==> config.mk <==
export PLATFORM = sky130hd
export DESIGN_NAME = serial_frame_transmitter
export DESIGN_NICKNAME = d
export VERILOG_FILES = /design/src/rtl/serial_frame_transmitter_pkg.sv /design/src/rtl/parallel_load_shift_register.sv /design/src/rtl/serial_frame_transmitter.sv
export SDC_FILE = /design/constraint.sdc
export NUM_CORES = 1
export LEC_CHECK = 0
export CAP_MARGIN = 20
export CORE_UTILIZATION = 55
export CTS_CLUSTER_DIAMETER = 150
export DETAILED_ROUTE_END_ITERATION = 16
export GPL_TIMING_DRIVEN = 0
export PLACE_DENSITY = 0.9
export REMOVE_ABC_BUFFERS = 1
export SYNTH_ARGS = -nofsm -noshare
export SYNTH_HDL_FRONTEND = slang
export SYNTH_SLANG_ARGS = --single-unit
==> constraint.sdc <==
create_clock -name clk -period 3.7 [get_ports clk]
set_input_delay 0.37 -clock clk [delete_from_list [all_inputs] [get_ports clk]]
set_output_delay 0.37 -clock clk [all_outputs]
set_load 0.005 [all_outputs]
==> src/rtl/serial_frame_transmitter_pkg.sv <==
// Shared shifting definitions: FSM encodings used by the serial link blocks.
// Imported by the transmitter and its shift register.
package serial_frame_transmitter_pkg;

  localparam logic STATE_IDLE  = 1'b0;
  localparam logic STATE_SHIFT = 1'b1;

  typedef enum logic {
    IDLE  = STATE_IDLE,
    SHIFT = STATE_SHIFT
  } state_e;

endpackage

==> src/rtl/parallel_load_shift_register.sv <==
// Parallel-load shift register with zero fill; load wins over enable.
// MSB_FIRST selects left (toward bit SIZE-1) or right shifting.
module parallel_load_shift_register
  import serial_frame_transmitter_pkg::*;
#(
  parameter int SIZE      = 8,
  parameter bit MSB_FIRST = 1'b1
) (
  input  logic            clk,
  input  logic            reset,
  input  logic            load,
  input  logic [SIZE-1:0] load_data,
  input  logic            enable,
  output logic [SIZE-1:0] q
);

  logic [SIZE-1:0] q_d;
  logic [SIZE-1:0] q_q;

  always_comb begin
    q_d = q_q;
    if (load) begin
      q_d = load_data;
    end else if (enable) begin
      if (MSB_FIRST) begin
        q_d = {q_q[SIZE-2:0], 1'b0};
      end else begin
        q_d = {1'b0, q_q[SIZE-1:1]};
      end
    end
  end

  always_ff @(posedge clk) begin
    if (reset) begin
      q_q <= '0;
    end else begin
      q_q <= q_d;
    end
  end

  assign q = q_q;

endmodule

==> src/rtl/serial_frame_transmitter.sv <==
// Parallel-in serial-out frame transmitter with a one-word hold buffer.
// Frames run back to back so a same-enable receiver needs no framing gap.
module serial_frame_transmitter
  import serial_frame_transmitter_pkg::*;
#(
  parameter int SIZE      = 8,
  parameter bit MSB_FIRST = 1'b1
) (
  input  logic            clk,
  input  logic            reset,
  input  logic [SIZE-1:0] data_in,
  input  logic            load_valid,
  output logic            load_ready,
  input  logic            enable,
  output logic            out,
  output logic            frame_start,
  output logic            busy,
  output logic            done
);

  localparam int CW = $clog2(SIZE);
  localparam logic [CW-1:0] LAST = CW'(SIZE - 1);

  state_e          state_q, state_d;
  logic [CW-1:0]   cnt_q, cnt_d;
  logic [SIZE-1:0] hold_q, hold_d;
  logic            hold_full_q, hold_full_d;
  logic            fs_q, fs_d;
  logic            done_q, done_d;

  logic            accept;
  logic            eof;
  logic            sh_load;
  logic            sh_en;
  logic [SIZE-1:0] sh_data;
  logic [SIZE-1:0] sh_q;
  logic            sh_unused;

  assign load_ready = !hold_full_q;
  assign accept     = load_valid && !hold_full_q;
  assign eof        = (state_q == SHIFT) && enable && (cnt_q == LAST);

  always_comb begin
    state_d     = state_q;
    cnt_d       = cnt_q;
    hold_d      = hold_q;
    hold_full_d = hold_full_q;
    fs_d        = fs_q;
    done_d      = 1'b0;
    sh_load     = 1'b0;
    sh_en       = 1'b0;
    sh_data     = data_in;
    unique case (state_q)
      IDLE: begin
        if (accept) begin
          sh_load = 1'b1;
          cnt_d   = '0;
          fs_d    = 1'b1;
          state_d = SHIFT;
        end
      end
      SHIFT: begin
        if (accept && !eof) begin
          hold_d      = data_in;
          hold_full_d = 1'b1;
        end
        if (enable) begin
          sh_en = 1'b1;
          fs_d  = 1'b0;
          if (cnt_q == LAST) begin
            done_d = 1'b1;
            cnt_d  = '0;
            // Reload straight away so the next frame follows with no gap.
            if (hold_full_q) begin
              sh_load     = 1'b1;
              sh_data     = hold_q;
              hold_full_d = 1'b0;
              fs_d        = 1'b1;
            end else if (accept) begin
              sh_load = 1'b1;
              fs_d    = 1'b1;
            end else begin
              state_d = IDLE;
            end
          end else begin
            cnt_d = cnt_q + 1'b1;
          end
        end
      end
    endcase
  end

  always_ff @(posedge clk) begin
    if (reset) begin
      state_q     <= IDLE;
      cnt_q       <= '0;
      hold_q      <= '0;
      hold_full_q <= 1'b0;
      fs_q        <= 1'b0;
      done_q      <= 1'b0;
    end else begin
      state_q     <= state_d;
      cnt_q       <= cnt_d;
      hold_q      <= hold_d;
      hold_full_q <= hold_full_d;
      fs_q        <= fs_d;
      done_q      <= done_d;
    end
  end

  parallel_load_shift_register #(
    .SIZE      (SIZE),
    .MSB_FIRST (MSB_FIRST)
  ) u_shreg (
    .clk       (clk),
    .reset     (reset),
    .load      (sh_load),
    .load_data (sh_data),
    .enable    (sh_en),
    .q         (sh_q)
  );

  // The last shift of a frame fills with 0, so out idles low on its own.
  assign out         = MSB_FIRST ? sh_q[SIZE-1] : sh_q[0];
  assign sh_unused   = ^sh_q;
  assign frame_start = fs_q;
  assign busy        = (state_q == SHIFT);
  assign done        = done_q;

endmodule

==> results.txt, run 1 <==
----------------------------------------------------
[Placement]
  Placed Cells ... 157
  Final HPWL from detailed placement ... 1420 um
  PortBufs ... 16
  Gp weighted congestion ... 0.769
  Area after DPL ... 1290 um^2

[Finish]
  Synthesis-to-layout area growth ... 13.1%
  Design Area, Final ... 1320 um^2
  Footprint of the multi-input gates ... 629 um^2
  Commonest cells after routing, fill and taps aside ... sky130_fd_sc_hd__dfxtp_1, sky130_fd_sc_hd__nor2_1, sky130_fd_sc_hd__nand2_1, sky130_fd_sc_hd__clkdlybuf4s50_1, sky130_fd_sc_hd__mux2i_1
  Final instance count without filler cells ... 161
  Diodes inserted ... 0
  Final net count ... 150
  Fraction of layout instances using a drive strength above 1 ... 0.112
  Sequential cell area in the final layout ... 460 um^2
  FILL cells ... 160
  Leading cell type in the layout, fill and taps excluded ... sky130_fd_sc_hd__dfxtp_1

[Pwr]
  Static leakage ... 0.000534 uW
  Total power ... 476 uW
  Cell Pwr Density ... 362 nW/um^2
  Peak ir drop on the vdd network ... 0.274 mV

[Timing]
  Worst slack on hold paths ... 0.504 ns
  Peak Freq ... 529 MHz
  Rel. slew slack ... 0.265
  Unrepaired setup endpoints after global routing ... no
  Least-Margin Pin Slew ... 1.10 ns
  Clock Skew ... 0.00632 ns
  Final critical-path share of the clock period ... 0.511
  Hold Vio Cnt, Final ... 0
  Final count of pins violating max slew ... 0
  Shortest clock period the worst path allows after layout ... 1.89 ns
  Final sum of negative setup slack ... 0 ns
  Count of endpoints failing setup in the final report ... 0

[Route]
  Drt drc ... 0
  Average detailed-routed wire length per instance ... 13.1 um
  Number of nets still failing antenna checks after routing ... 0
  Detailed-router iteration count before antenna repair ... 3
  Vias per cell ... 5.56
  DRC marker count from the first detailed-route iteration ... 7
  Total via count after detailed routing ... 895
  Total Wirelength ... 2100 um

[Yosys]
  Cell type with the largest total area after synthesis ... sky130_fd_sc_hd__dfxtp_1
  Count of state elements after synthesis ... 23
  Share of the yosys chip area belonging to registers ... 0.396
  Synthesized netlist cell count ... 124
  Top cell type's share of synthesized area ... 0.396
  Synthesized area per cell ... 9.37 um^2
  Number of warnings printed during yosys synthesis ... 0
  Number of distinct library cell variants in the gate-level netlist after synthesis ... 27
  Mapped Area ... 1160 um^2
  Multiplexer area fraction after synthesis ... 0.0786
  Xor and xnor fraction of the mapped netlist area ... 0
  Combinational family with the most area after synthesis ... simple AND/OR/NAND/NOR gates
  Area share of and/or/nand/nor cells after synthesis ... 0.265
  Most area-consuming cells after synthesis ... sky130_fd_sc_hd__dfxtp_1, sky130_fd_sc_hd__o41ai_2, sky130_fd_sc_hd__nor2_1
  Synthesized-area fraction occupied by ao, oa, aoi and oai cells ... 0.166
  Post-Synth Adder-Cell Area ... 0.0323

[CTS]
  Worst-path clk slew ... 0.12 ns
  # clock sinks ... 23
  Number of buffers on the longest clock path ... 2
  Number of levels in the clock H-tree ... 1
  Clock network latency to the later pin of the worst-skew pair ... 0.31 ns
  CTS tree ... done
  Root buffer selected by CTS ... sky130_fd_sc_hd__clkbuf_4
  Number of CTS-inserted buffers ... 3
  Post-CTS Setup Repair Bufs ... 0
  Number of hold buffers added after cts ... 0
  Post-cts sizing count ... 0

[Setup path]
  Stage delay of the slowest cell on the critical path ... 0.62 ns
  Crit path capture type ... primary output
  Required time of the critical path ... 3.33 ns
  Crit path launch type ... flop
  Critical-path maximum fanout ... 13
  Slowest library cell on the worst path ... sky130_fd_sc_hd__dfxtp_1
  Endpoint arrival time on the critical path ... 1.52 ns
  WS Path Type ... reg2out
  Crit-path cells ... clkdlybuf4s50_1
  Combined buffer and inverter count along the critical path ... 1
  Category of cells accounting for the largest share of critical-path delay ... flip-flops

[Floorplan]
  Effective utilization at floorplan ... 0.586
  Number of rows in the core area ... 16
  Floorplan die area ... 2300 um^2
  Die span in x ... 48.0 um
  Die Y-Extent ... 48.0 um
  Core footprint ... 1980 um^2
  I/O pin count ... 17

[Outcome]
  Result of the run ... finished, final reports clean

[Global route]
  Number of antenna violations at the first check in global routing ... 0
  First-pass GRT wire length ... 3170 um
  Congestion Overflow GR ... 0
  Total track usage ... 0.205
  Pin count of the biggest net entering global routing ... 31
  Number of global-route vias before repair ... 742

[Worst hold path]
  Hold WC Path Type ... reg2reg

[Flow run]
  Max-cap violations ... 0

----------------------------------------------------
[synthesized netlist by cell type (all sizes together)]
library cell and number:
a21oi 4, a22oi 2, a32oi 2, and3 7
and4 2, buf 8, clkbuf 2, dfxtp 23
ha 3, inv 1, mux2 1, mux2i 8
nand2 18, nand2b 1, nand3 1, nand3b 7
nand4 1, nor2 22, nor3 1, nor3b 1
o21a 1, o21ai 1, o41ai 7
[layer usage]
metal	global-route usage	vias to the layer above	part of all wire
li1	-	457	-
met1	0.246	420	0.44
met2	0.343	13	0.51
met3	0.0453	5	0.028
met4	0.100	0	0.021
met5	0	-	0
[area by class of cell]
class                           count  share of cell area
Inverter                            1             0.00285
Tap cell                           27              0.0257
Timing Repair Buffer               16               0.122
Sequential cell                    23               0.350
Multi-Input combinational cell     90               0.479
Clock inverter                      1             0.00381
Clock buffer                        3              0.0171
[state kept, by name, indices dropped and copies added, names as in the netlist]
name / cells
busy: 1
hold_full_q: 1
done: 1
frame_start: 1
hold_q: 8
u_shreg.q: 8
cnt_q: 3
[cells by family (layout without fill, tap and decap cells)]
| group | count (synthesis) | count (layout) |
|---|---|---|
| multiplexers | 9 | 9 |
| AO/OA/AOI/OAI | 17 | 17 |
| AND/OR/NAND/NOR | 61 | 61 |
| flip-flops | 23 | 23 |
| buffers and inverters | 11 | 21 |
| adder cells (fa/ha/maj) | 3 | 3 |
[report_power, final]
group | total [uW] | internal (uW) | switching (uW) | leakage [uW]
Sequential | 274 | 263 | 11.7 | 0.000188
Clock | 116 | 40.4 | 75.1 | 0.0000177
Combinational | 86.0 | 42.1 | 43.9 | 0.000328
[worst paths after layout]
check | startpoint | end | slack [ns] | depth (start not counted)
setup / recovery | busy | busy | 1.81 | 1
hold / removal | cnt_q[1] | cnt_q[1] | 0.50 | 2
setup reg to reg | cnt_q[0] | hold_q[0] | 1.84 | 6
hold reg to reg | cnt_q[1] | cnt_q[1] | 0.50 | 2
[metrics by stage]
step                 util  worst slack, ns
floorplan               -             2.12
global placement    0.650             1.63
detailed placement  0.650             1.57
CTS                 0.664             1.80
global route        0.664             1.71
finish              0.664             1.81
(Power assumes the default switching activity.)
==> inputs of run 2 (changes only) <==
--- a/config.mk
+++ b/config.mk
@@ -6,11 +6,12 @@
 export NUM_CORES = 1
 export LEC_CHECK = 0
 export CAP_MARGIN = 20
-export CORE_UTILIZATION = 55
+export CORE_ASPECT_RATIO = 0.6
+export CORE_UTILIZATION = 52
 export CTS_CLUSTER_DIAMETER = 150
 export DETAILED_ROUTE_END_ITERATION = 16
 export GPL_TIMING_DRIVEN = 0
-export PLACE_DENSITY = 0.9
+export PLACE_DENSITY = 0.86
 export REMOVE_ABC_BUFFERS = 1
 export SYNTH_ARGS = -nofsm -noshare
 export SYNTH_HDL_FRONTEND = slang
==> constraint.sdc (replaced) <==
create_clock -name clk -period 1.77 [get_ports clk]
set_input_delay 0.177 -clock clk [delete_from_list [all_inputs] [get_ports clk]]
set_output_delay 0.177 -clock clk [all_outputs]
set_load 0.005 [all_outputs]
==> run 2 against run 1 <==
  * Register-to-register slack worse by 1.7 ns
  * Setup slack worse by 1.7 ns
  * Largest power group unchanged
  * Hold slack worse by 0.0091 ns
  * Cell count up 1.9%
  * Clock power rose to 2.9 times the previous value
  * Critical path type is now reg2reg
  * First-iteration DRC count rose to 4.1 times the previous value
  * Power up 130%
  * Combinational power up 130%
==> results.txt, run 2 (synthesis results as in run 1) <==
----------------------------------------------------
[Timing]
  Unrepaired setup endpoints after global routing ... no
  Peak Freq ... 603 MHz
  Final critical-path share of the clock period ... 0.938
  Final sum of negative setup slack ... 0 ns (unchanged)
  Clock Skew ... 0.00599 ns (-0.000333 ns)
  Shortest clock period the worst path allows after layout ... 1.66 ns
  Count of endpoints failing setup in the final report ... 0 (unchanged)
  Final count of pins violating max slew ... 0 (unchanged)
  Least-Margin Pin Slew ... 0.591 ns (-0.509 ns)
  Hold Vio Cnt, Final ... 0 (unchanged)
  Rel. slew slack ... 0.605 (+0.340)

[Setup path]
  Depth of the most critical reg-to-reg path ... 6 (unchanged)
  Crit-path cells ... ha_1, ha_1, nand2_1, and4_4, mux2i_1, nor2_1
  Critical-path maximum fanout ... 9 (-4)
  Reg-to-reg endpoint ... hold_q[1]
  Combined buffer and inverter count along the critical path ... 0 (-1)
  Slowest library cell on the worst path ... sky130_fd_sc_hd__and4_4
  Crit path launch type ... flop
  Stage delay of the slowest cell on the critical path ... 0.36 ns (-0.26 ns)
  Endpoint arrival time on the critical path ... 1.79 ns (+0.27 ns)
  Worst flop-to-flop path startpoint ... cnt_q[0]
  Crit-path most repeated cell ... sky130_fd_sc_hd__ha_1
  WS Path Type ... reg2reg
  Crit path capture type ... flop
  R2R Setup Slk ... 0.11 ns (-1.73 ns)
  Required time of the critical path ... 1.90 ns (-1.43 ns)
  Category of cells accounting for the largest share of critical-path delay ... simple AND/OR/NAND/NOR gates

[CTS]
  # clock sinks ... 23 (unchanged)
  Number of levels in the clock H-tree ... 1 (unchanged)
  CTS tree ... done
  Number of buffers on the longest clock path ... 2 (unchanged)
  Number of CTS-inserted buffers ... 3 (unchanged)
  Number of hold buffers added after cts ... 0 (unchanged)
  Clock network latency to the later pin of the worst-skew pair ... 0.27 ns (-0.04 ns)
  Worst-path clk slew ... 0.08 ns (-0.04 ns)
  Root buffer selected by CTS ... sky130_fd_sc_hd__clkbuf_8

[Placement]
  Gp weighted congestion ... 0.752 (-2.2%)
  PortBufs ... 16 (unchanged)
  Placed Cells ... 158 (+0.64%)
  Final HPWL from detailed placement ... 1400 um (-1.8%)

[Global route]
  Pin count of the biggest net entering global routing ... 31 (unchanged)
  Congestion Overflow GR ... 0 (unchanged)
  Number of global-route vias before repair ... 848 (+14%)
  Total track usage ... 0.202 (-0.00249)
  Number of antenna violations at the first check in global routing ... 0 (unchanged)
  First-pass GRT wire length ... 3690 um (+16%)

[Route]
  Detailed-router iteration count before antenna repair ... 4 (+1)
  Total via count after detailed routing ... 903 (+0.89%)
  Total Wirelength ... 2150 um (+2.3%)
  Number of nets still failing antenna checks after routing ... 0 (unchanged)
  Drt drc ... 0 (unchanged)
  DRC marker count from the first detailed-route iteration ... 29 (+22)
  Average detailed-routed wire length per instance ... 13.1 um (+0.41%)
  Vias per cell ... 5.51 (-0.95%)

[Finish]
  FILL cells ... 153 (-4.4%)
  Fraction of layout instances using a drive strength above 1 ... 0.154 (+0.0425)
  Synthesis-to-layout area growth ... 20.2%
  Final instance count without filler cells ... 164 (+1.9%)
  Commonest cells after routing, fill and taps aside ... sky130_fd_sc_hd__nor2_1, sky130_fd_sc_hd__dfxtp_1, sky130_fd_sc_hd__nand2_1, sky130_fd_sc_hd__clkdlybuf4s50_1, sky130_fd_sc_hd__mux2i_1
  Diodes inserted ... 0 (unchanged)
  Final net count ... 152 (+1.3%)
  Footprint of the multi-input gates ... 657 um^2 (+4.4%)
  Sequential cell area in the final layout ... 462 um^2 (+0.27%)

[Pwr]
  Peak ir drop on the vdd network ... 0.594 mV (+120%)
  Static leakage ... 0.000554 uW (+3.8%)
  Cell Pwr Density ... 790 nW/um^2 (+120%)

[Floorplan]
  Floorplan die area ... 2430 um^2 (+5.8%)
  Die span in x ... 63.0 um (+31%)
  Die Y-Extent ... 38.6 um (-19%)
  I/O pin count ... 17 (unchanged)
  Core footprint ... 1970 um^2 (-0.76%)
  Effective utilization at floorplan ... 0.591 (+0.00448)
  Number of rows in the core area ... 12 (-4)

[Worst hold path]
  Worst hold stages ... 2 (unchanged)
  Source of the worst hold timing path ... frame_start
  Hold WC Path Type ... reg2reg
  Sink of the worst hold path ... frame_start

[Outcome]
  Result of the run ... finished, final reports clean

[Flow run]
  Max-cap violations ... 0 (unchanged)

----------------------------------------------------
run 2: cell count changes in the layout (fill, tap and decap cells not counted), moves of 2 or more:
cell,before,now
sky130_fd_sc_hd__and4_1,2,0
sky130_fd_sc_hd__clkbuf_4,3,0
sky130_fd_sc_hd__and4_4,0,2
sky130_fd_sc_hd__clkbuf_8,0,3
run 2: metal layers:
metal | share of wire | track usage
met1 | 0.52 | 0.245
met2 | 0.43 | 0.349
met3 | 0.042 | 0.0618
met4 | 0.0060 | 0.0698
met5 | 0 | 0
run 2: power breakdown:
| part | leakage, uW | switching, uW | internal, uW |
|---|---|---|---|
| combinational | 0.000343 | 96.1 | 101 |
| clock | 0.0000228 | 170 | 161 |
| sequential | 0.000188 | 26.0 | 549 |
| total | 0.000554 | 292 | 811 |
run 2: final cells by class:
cell class,instances,share of cell area
Tap cell,28,0.0251
Clock buffer,4,0.0322
Multi-Input combinational cell,90,0.470
Timing Repair Buffer,18,0.140
Sequential cell,23,0.330
Inverter,1,0.00269
run 2: repair_timing:
item | CTS | global route
buffers inserted | 0 | 1
resized for setup | 2 | 7
pin swaps | 0 | 1
endpoints found under the setup margin | 9 | 17
run 2: worst max path at each step:
stage                        start            to  slack (ns)  cells after the start
after global routing      cnt_q[0]  u_shreg.q[3]       0.006                      6
after global placement      enable  u_shreg.q[0]       -0.14                      5
final                     cnt_q[0]     hold_q[1]        0.11                      6
after floorplan           cnt_q[0]     hold_q[0]        0.19                      6
after detailed placement    enable  u_shreg.q[0]       -0.21                      5
after CTS                 cnt_q[0]     hold_q[1]        0.02                      6
run 2: through the flow:
stage               cell area, um^2  power (uW)  setup WS, ns  hold slack (ns)   util
global placement               1290         758        -0.143            0.470  0.655
global route                   1400        1150       0.00598            0.526  0.711
floorplan                      1090         687         0.188            0.246      -
CTS                            1340        1090        0.0196            0.504  0.679
finish                         1400        1100         0.110            0.495  0.711
detailed placement             1290         765        -0.208            0.484  0.655
run 2: tightest hold or removal path, stage by stage, from the launching register on:
cell	delay [ns]
sky130_fd_sc_hd__dfxtp_1	0.33
sky130_fd_sc_hd__a21oi_1	0.06
sky130_fd_sc_hd__nor2_1	0.07
